==> src/rtl/loader_pkg.sv <==
// Shared types and constants for the boot-time program loader.
package loader_pkg;
    localparam int BYTE_W           = 8;
    localparam int WORD_W           = 16;
    localparam int COUNT_ZERO_WORDS = 256;

    typedef enum logic [3:0] {
        IDLE, COUNT, HI, LO, WRITE, CHECK, RELEASE, DONE, ERROR
    } state_t;
endpackage

==> src/rtl/loader_release_timer.sv <==
// Loadable down-counter with a zero flag; paces the CPU reset release.
module loader_release_timer #(
    parameter int W = 1
) (
    input  logic         clk_i,
    input  logic         rst_i,
    input  logic         load_i,
    input  logic [W-1:0] load_val_i,
    input  logic         en_i,
    output logic         zero_o
);
    logic [W-1:0] cnt_q;

    always_ff @(posedge clk_i) begin
        if (rst_i)                     cnt_q <= '0;
        else if (load_i)               cnt_q <= load_val_i;
        else if (en_i && cnt_q != '0)  cnt_q <= cnt_q - W'(1);
    end

    assign zero_o = (cnt_q == '0);
endmodule

==> src/rtl/program_loader.sv <==
// Byte-stream to 16-bit RAM image loader that holds the CPU in reset until loaded.
// Define LOADER_CHECKSUM_EN to add a trailing XOR checksum byte with an ERROR state.
module program_loader
    import loader_pkg::*;
#(
    parameter int ADDR_W        = 8,
    parameter int BASE_ADR      = 0,
    parameter int RELEASE_DELAY = 2
) (
    input  logic              clk,
    input  logic              reset,
    input  logic              start,
    input  logic [BYTE_W-1:0] rx_data,
    input  logic              rx_valid,
    output logic              rx_ready,
    output logic              ram_we,
    output logic [ADDR_W-1:0] ram_wadr,
    output logic [WORD_W-1:0] ram_wdata,
    output logic              cpu_reset,
    output logic              busy,
    output logic              done,
    output logic              error
);
    localparam int CNT_W = $clog2(COUNT_ZERO_WORDS) + 1;
    localparam int TW    = (RELEASE_DELAY < 2) ? 1 : $clog2(RELEASE_DELAY);
    // RELEASE itself occupies the first delay cycle, so the timer is loaded one short.
    localparam int TLOAD = (RELEASE_DELAY == 0) ? 0 : RELEASE_DELAY - 1;

    state_t            state_q;
    logic [CNT_W-1:0]  n_q, idx_q;
    logic [BYTE_W-1:0] hi_q;
    logic              ram_we_q, cpu_reset_q, busy_q, done_q;
    logic [ADDR_W-1:0] ram_wadr_q;
    logic [WORD_W-1:0] ram_wdata_q;
    logic              xfer, last_word, enter_release, tmr_zero;

    assign rx_ready  = state_q inside {COUNT, HI, LO, CHECK};
    assign xfer      = rx_valid && rx_ready;
    assign last_word = (idx_q + CNT_W'(1)) == n_q;

`ifdef LOADER_CHECKSUM_EN
    logic [BYTE_W-1:0] xor_q;
    logic              error_q;

    assign enter_release = (state_q == CHECK) && xfer && (rx_data == xor_q);
    assign error         = error_q;

    always_ff @(posedge clk) begin
        if (reset) begin
            xor_q   <= '0;
            error_q <= 1'b0;
        end else if (start && state_q inside {IDLE, DONE, ERROR}) begin
            xor_q   <= '0;
            error_q <= 1'b0;
        end else if (xfer && state_q != CHECK) begin
            xor_q <= xor_q ^ rx_data;
        end else if (xfer && rx_data != xor_q) begin
            error_q <= 1'b1;
        end
    end
`else
    assign enter_release = (state_q == WRITE) && last_word;
    assign error         = 1'b0;
`endif

    loader_release_timer #(.W(TW)) u_timer (
        .clk_i      (clk),
        .rst_i      (reset),
        .load_i     (enter_release),
        .load_val_i (TW'(TLOAD)),
        .en_i       (state_q == RELEASE),
        .zero_o     (tmr_zero)
    );

    always_ff @(posedge clk) begin
        if (reset) begin
            state_q     <= IDLE;
            n_q         <= '0;
            idx_q       <= '0;
            hi_q        <= '0;
            ram_we_q    <= 1'b0;
            ram_wadr_q  <= '0;
            ram_wdata_q <= '0;
            cpu_reset_q <= 1'b1;
            busy_q      <= 1'b0;
            done_q      <= 1'b0;
        end else begin
            ram_we_q <= 1'b0;
            case (state_q)
                IDLE, DONE, ERROR: if (start) begin
                    state_q     <= COUNT;
                    idx_q       <= '0;
                    busy_q      <= 1'b1;
                    done_q      <= 1'b0;
                    cpu_reset_q <= 1'b1;
                end
                COUNT: if (xfer) begin
                    n_q     <= (rx_data == '0) ? CNT_W'(COUNT_ZERO_WORDS) : CNT_W'(rx_data);
                    state_q <= HI;
                end
                HI: if (xfer) begin
                    hi_q    <= rx_data;
                    state_q <= LO;
                end
                LO: if (xfer) begin
                    ram_we_q    <= 1'b1;
                    ram_wadr_q  <= ADDR_W'(BASE_ADR) + ADDR_W'(idx_q);
                    ram_wdata_q <= {hi_q, rx_data};
                    state_q     <= WRITE;
                end
                WRITE: begin
                    idx_q <= idx_q + CNT_W'(1);
`ifdef LOADER_CHECKSUM_EN
                    state_q <= last_word ? CHECK : HI;
`else
                    state_q <= last_word ? RELEASE : HI;
`endif
                end
`ifdef LOADER_CHECKSUM_EN
                CHECK: if (xfer) begin
                    if (enter_release) state_q <= RELEASE;
                    else begin
                        state_q <= ERROR;
                        busy_q  <= 1'b0;
                    end
                end
`endif
                RELEASE: if (tmr_zero) begin
                    state_q     <= DONE;
                    busy_q      <= 1'b0;
                    done_q      <= 1'b1;
                    cpu_reset_q <= 1'b0;
                end
                default: state_q <= IDLE;
            endcase
        end
    end

    assign ram_we    = ram_we_q;
    assign ram_wadr  = ram_wadr_q;
    assign ram_wdata = ram_wdata_q;
    assign cpu_reset = cpu_reset_q;
    assign busy      = busy_q;
    assign done      = done_q;
endmodule

==> config.mk <==
export PLATFORM = sky130hd
export DESIGN_NAME = program_loader
export DESIGN_NICKNAME = d
export VERILOG_FILES = /design/src/rtl/loader_pkg.sv /design/src/rtl/loader_release_timer.sv /design/src/rtl/program_loader.sv
export SDC_FILE = /design/constraint.sdc
export NUM_CORES = 1
export LEC_CHECK = 0
export BUFFER_PORTS_ARGS = -buffer_cell sky130_fd_sc_hd__buf_4
export CORE_UTILIZATION = 53
export CTS_CLUSTER_DIAMETER = 150
export DETAILED_ROUTE_END_ITERATION = 10
export PLACE_DENSITY_LB_ADDON = 0.25
export SLEW_MARGIN = 20
export SYNTH_ARGS = -nofsm -noshare
export SYNTH_HDL_FRONTEND = slang
export SYNTH_SLANG_ARGS = --single-unit
==> constraint.sdc <==
create_clock -name clk -period 2.6 [get_ports clk]
set_clock_uncertainty 0.1 [all_clocks]
set_input_delay 0.13 -clock clk [delete_from_list [all_inputs] [get_ports clk]]
set_output_delay 0.13 -clock clk [all_outputs]
set_load 0.02 [all_outputs]
==> impl_metrics.json <==
{
  "status": "finished clean",
  "r2r-start": "idx_q[0]",
  "synthDistinctLibCells": 44,
  "cts_buffer_depth": 2,
  "p_sw_uw": 507,
  "synthesis.nets": 329,
  "crit_path_top_delay_cell": "sky130_fd_sc_hd__dfxtp_1",
  "dominant_cell_type_by_area_after_synthesis": "sky130_fd_sc_hd__dfxtp_1",
  "power-per-cell-area_nw_per_um2": 622,
  "synth-edff-count": 0,
  "remaining_drc_errors": 0,
  "synth_top_area_share_pct": 46.2,
  "critical_path.max_stage_delay_ns": 0.45,
  "max_slew_margin_pct": 59.6,
  "clock-sinks": 58,
  "die-width_um": 70.9,
  "drive_above_1_share_pct": 18.5,
  "worst_slack_on_hold_paths_ns": 0.0374,
  "antenna_cells": 0,
  "antenna_violations_before_repair": 0,
  "cp-start-kind": "flip-flop",
  "postSynth.topFlopCell": "sky130_fd_sc_hd__dfxtp_1",
  "routedWlPerCell_um": 13.8,
  "worstPathRequired_ns": 2.74,
  "synth_warnings": 0,
  "drt_iter0_drc": 180,
  "power.share.sequential_pct": 50.0,
  "cts_tree": "done",
  "clk_pin_slew_worst_paths_ns": 0.06,
  "timing.max_cap.violations": 0,
  "critical_path_class": "reg -> reg",
  "grt_pass1_wl_um": 9560,
  "share_of_power_burned_in_the_clock_network_pct": 37.5,
  "switching_share_pct": 26.4,
  "vias_per_inst": 5.58,
  "period_utilization_pct": 84.5,
  "layout.filler_cells": 353,
  "place.port_buffers": 40,
  "comb_power_share_pct": 12.5,
  "crit_path_end_kind": "flip-flop",
  "report.final.slew_viol_count": 0,
  "postRouteAntennaNets": 0,
  "min_from": "start",
  "grt-ovfl-total": 0,
  "finalWirelength_um": 5710,
  "power_report.internal_total_mw": 1.41,
  "area_growth_syn_to_layout_pct": 22.6,
  "ir_drop_uv": 435,
  "crit_path_max_fanout": 7,
  "die-area_um2": 5020,
  "synthTopCellsByArea": "sky130_fd_sc_hd__dfxtp_1 (46%), sky130_fd_sc_hd__nand2_1 (12%), sky130_fd_sc_hd__a21oi_1 (9.6%), sky130_fd_sc_hd__mux2i_1 (3.6%), sky130_fd_sc_hd__nor2_1 (3.3%)",
  "core_area_um2": 4440,
  "maximum_number_of_pins_on_one_net_before_global_route_repair": 60,
  "half_perimeter_wire_length_after_detailed_placement_um": 3730,
  "post_synthesis_register_bit_count": 58,
  "static_leak_nw": 1.18,
  "post_synth_inst_count": 316,
  "h-tree-depth": 3,
  "clk-insertion-delay-late_ns": 0.33,
  "cts_root_buf": "sky130_fd_sc_hd__clkbuf_8",
  "initial_core_utilization_pct": 56.5,
  "final_hold_viol_count": 0,
  "floorplan.io_pins": 42,
  "route.vias.total": 2315,
  "global_route_usage_sum_pct": 24.6,
  "synthesis.area_per_instance_um2": 7.95,
  "min_path_type": "in -> reg",
  "critical_path.cell_chain": "ha_1 -> nand3_2 -> or3_1 -> a2111oi_2 -> o2111ai_1 -> o31ai_1",
  "setup_viol_count_final": 0,
  "achievable-frequency_mhz": 455,
  "chipHeight_um": 70.9,
  "grt_setup_unrepaired": "no",
  "worst-endpoint-arrival_ns": 2.34,
  "synthMostInstantiatedCell": "sky130_fd_sc_hd__nand2_1",
  "final.setup.tns_ns": 0,
  "worstMarginPinSlew_ns": 0.606,
  "final_period_minus_worst_setup_slack_ns": 2.20,
  "vias_in_the_first_global_route": 2128,
  "postCtsSetupRepairBufs": 0,
  "nNetsFinal": 372,
  "worst_setup_path_startpoint": "idx_q[0]",
  "yosysSeqAreaShare_pct": 46.2,
  "drtPass1Iterations": 6,
  "async_reset_ff_share_pct": 0,
  "floorplan.rows": 24,
  "synth_top_cells_by_count": "sky130_fd_sc_hd__nand2_1 (77), sky130_fd_sc_hd__dfxtp_1 (58), sky130_fd_sc_hd__a21oi_1 (48)",
  "netlist_area_um2": 2510,
  "gp_congestion": 0.900,
  "cts_made_buffers": 9
}
cells in the final DEF, fill, tap and decap left out, drive strengths merged, types with 2 or more instances in the layout:
cell type / instances
and2: 2
o211ai: 2
or3: 4
nor3: 7
o21ai: 12
a31oi: 2
o21a: 2
dfxtp: 58
nor3b: 3
dlygate4sd3: 8
nand3b: 3
buf: 46
a21oi: 48
o31ai: 2
inv: 5
nand2: 77
clkbuf: 13
mux2i: 9
xor2: 5
nand3: 6
xnor2: 6
nor4: 3
nor2: 22
area by class of cell:
class | instances | area (um2) | area share, %
Clock buffer | 13 | 159 | 5.16
Clock inverter | 2 | 12.5 | 0.406
Inverter | 5 | 18.8 | 0.609
Multi-Input combinational cell | 231 | 1240 | 40.2
Sequential cell | 58 | 1160 | 37.7
Tap cell | 52 | 65.1 | 2.11
Timing Repair Buffer | 54 | 425 | 13.8
final timing paths:
check | slack, ns | endpoint | cells after the start
worst max-delay path | 0.40 | state_q[2] | 6
worst min-delay path | 0.04 | state_q[0] | 3
worst max register to register | 0.40 | state_q[2] | 6
worst min register to register | 0.35 | ram_wdata[5] | 2
cells by family after synthesis:
logic type               count (synthesis)  share of synthesized area [%]
AO/OA/AOI/OAI                           75                           16.8
buffers and inverters                   27                           4.68
multiplexers                             9                           3.59
adder cells (fa/ha/maj)                  1                          0.498
flip-flops                              58                           46.2
AND/OR/NAND/NOR                        134                           24.3
other                                    1                          0.149
XOR/XNOR                                11                           3.83
what timing repair did:
action,in CTS,in global routing
resized for setup,0,0
hold endpoints to repair,23,0
hold buffers,8,0
sequential cells by signal (all words and copies together), names as in the netlist:
name and count:
hi_q 8, ram_wadr 8, ram_we 1, busy 1
done 1, cpu_reset 1, u_timer.cnt_q 1, idx_q 9
state_q 3, ram_wdata 16, n_q 9
layer usage:
layer  global-route usage (%)  vias up  wire [um]
met4                     12.7        0        141
met1                     30.7     1090       2590
li1                         -     1154          -
met5                        0        -          0
met2                     39.1       57       2760
met3                     6.55       14        216
critical path, delay by kind of cell, from the launching register on:
kind                       cells  cell delay (ns)
and+or+nand+nor                2             0.57
AOI/OAI and AO/OA              3             0.65
adders and majority gates      1             0.34
DFF                            1             0.45
per-stage QoR:
| stage | instance area [um2] | setup WS, ns | utilization, % | power (mW) | instances |
|---|---|---|---|---|---|
| finish | 3080 | 0.402 | 69.3 | 1.92 | 415 |
| global route | 3080 | 0.230 | 69.3 | 2.00 | 415 |
| CTS | 3080 | 0.407 | 69.3 | 1.93 | 415 |
| detailed placement | 2830 | 0.429 | 63.7 | 1.21 | 392 |
| global placement | 2830 | 0.513 | 63.7 | 1.20 | 392 |
| floorplan | 2510 | 0.623 | - | 1.12 | 316 |
power groups by stage:
stage | sequential, mW | combinational [mW] | clock, mW
detailed placement | 0.977 | 0.228 | 0
finish | 0.959 | 0.239 | 0.718
global route | 0.964 | 0.264 | 0.777
global placement | 0.975 | 0.224 | 0
floorplan | 0.970 | 0.152 | 0
CTS | 0.958 | 0.239 | 0.731
Note: power is estimated with default switching activity, not from simulation.
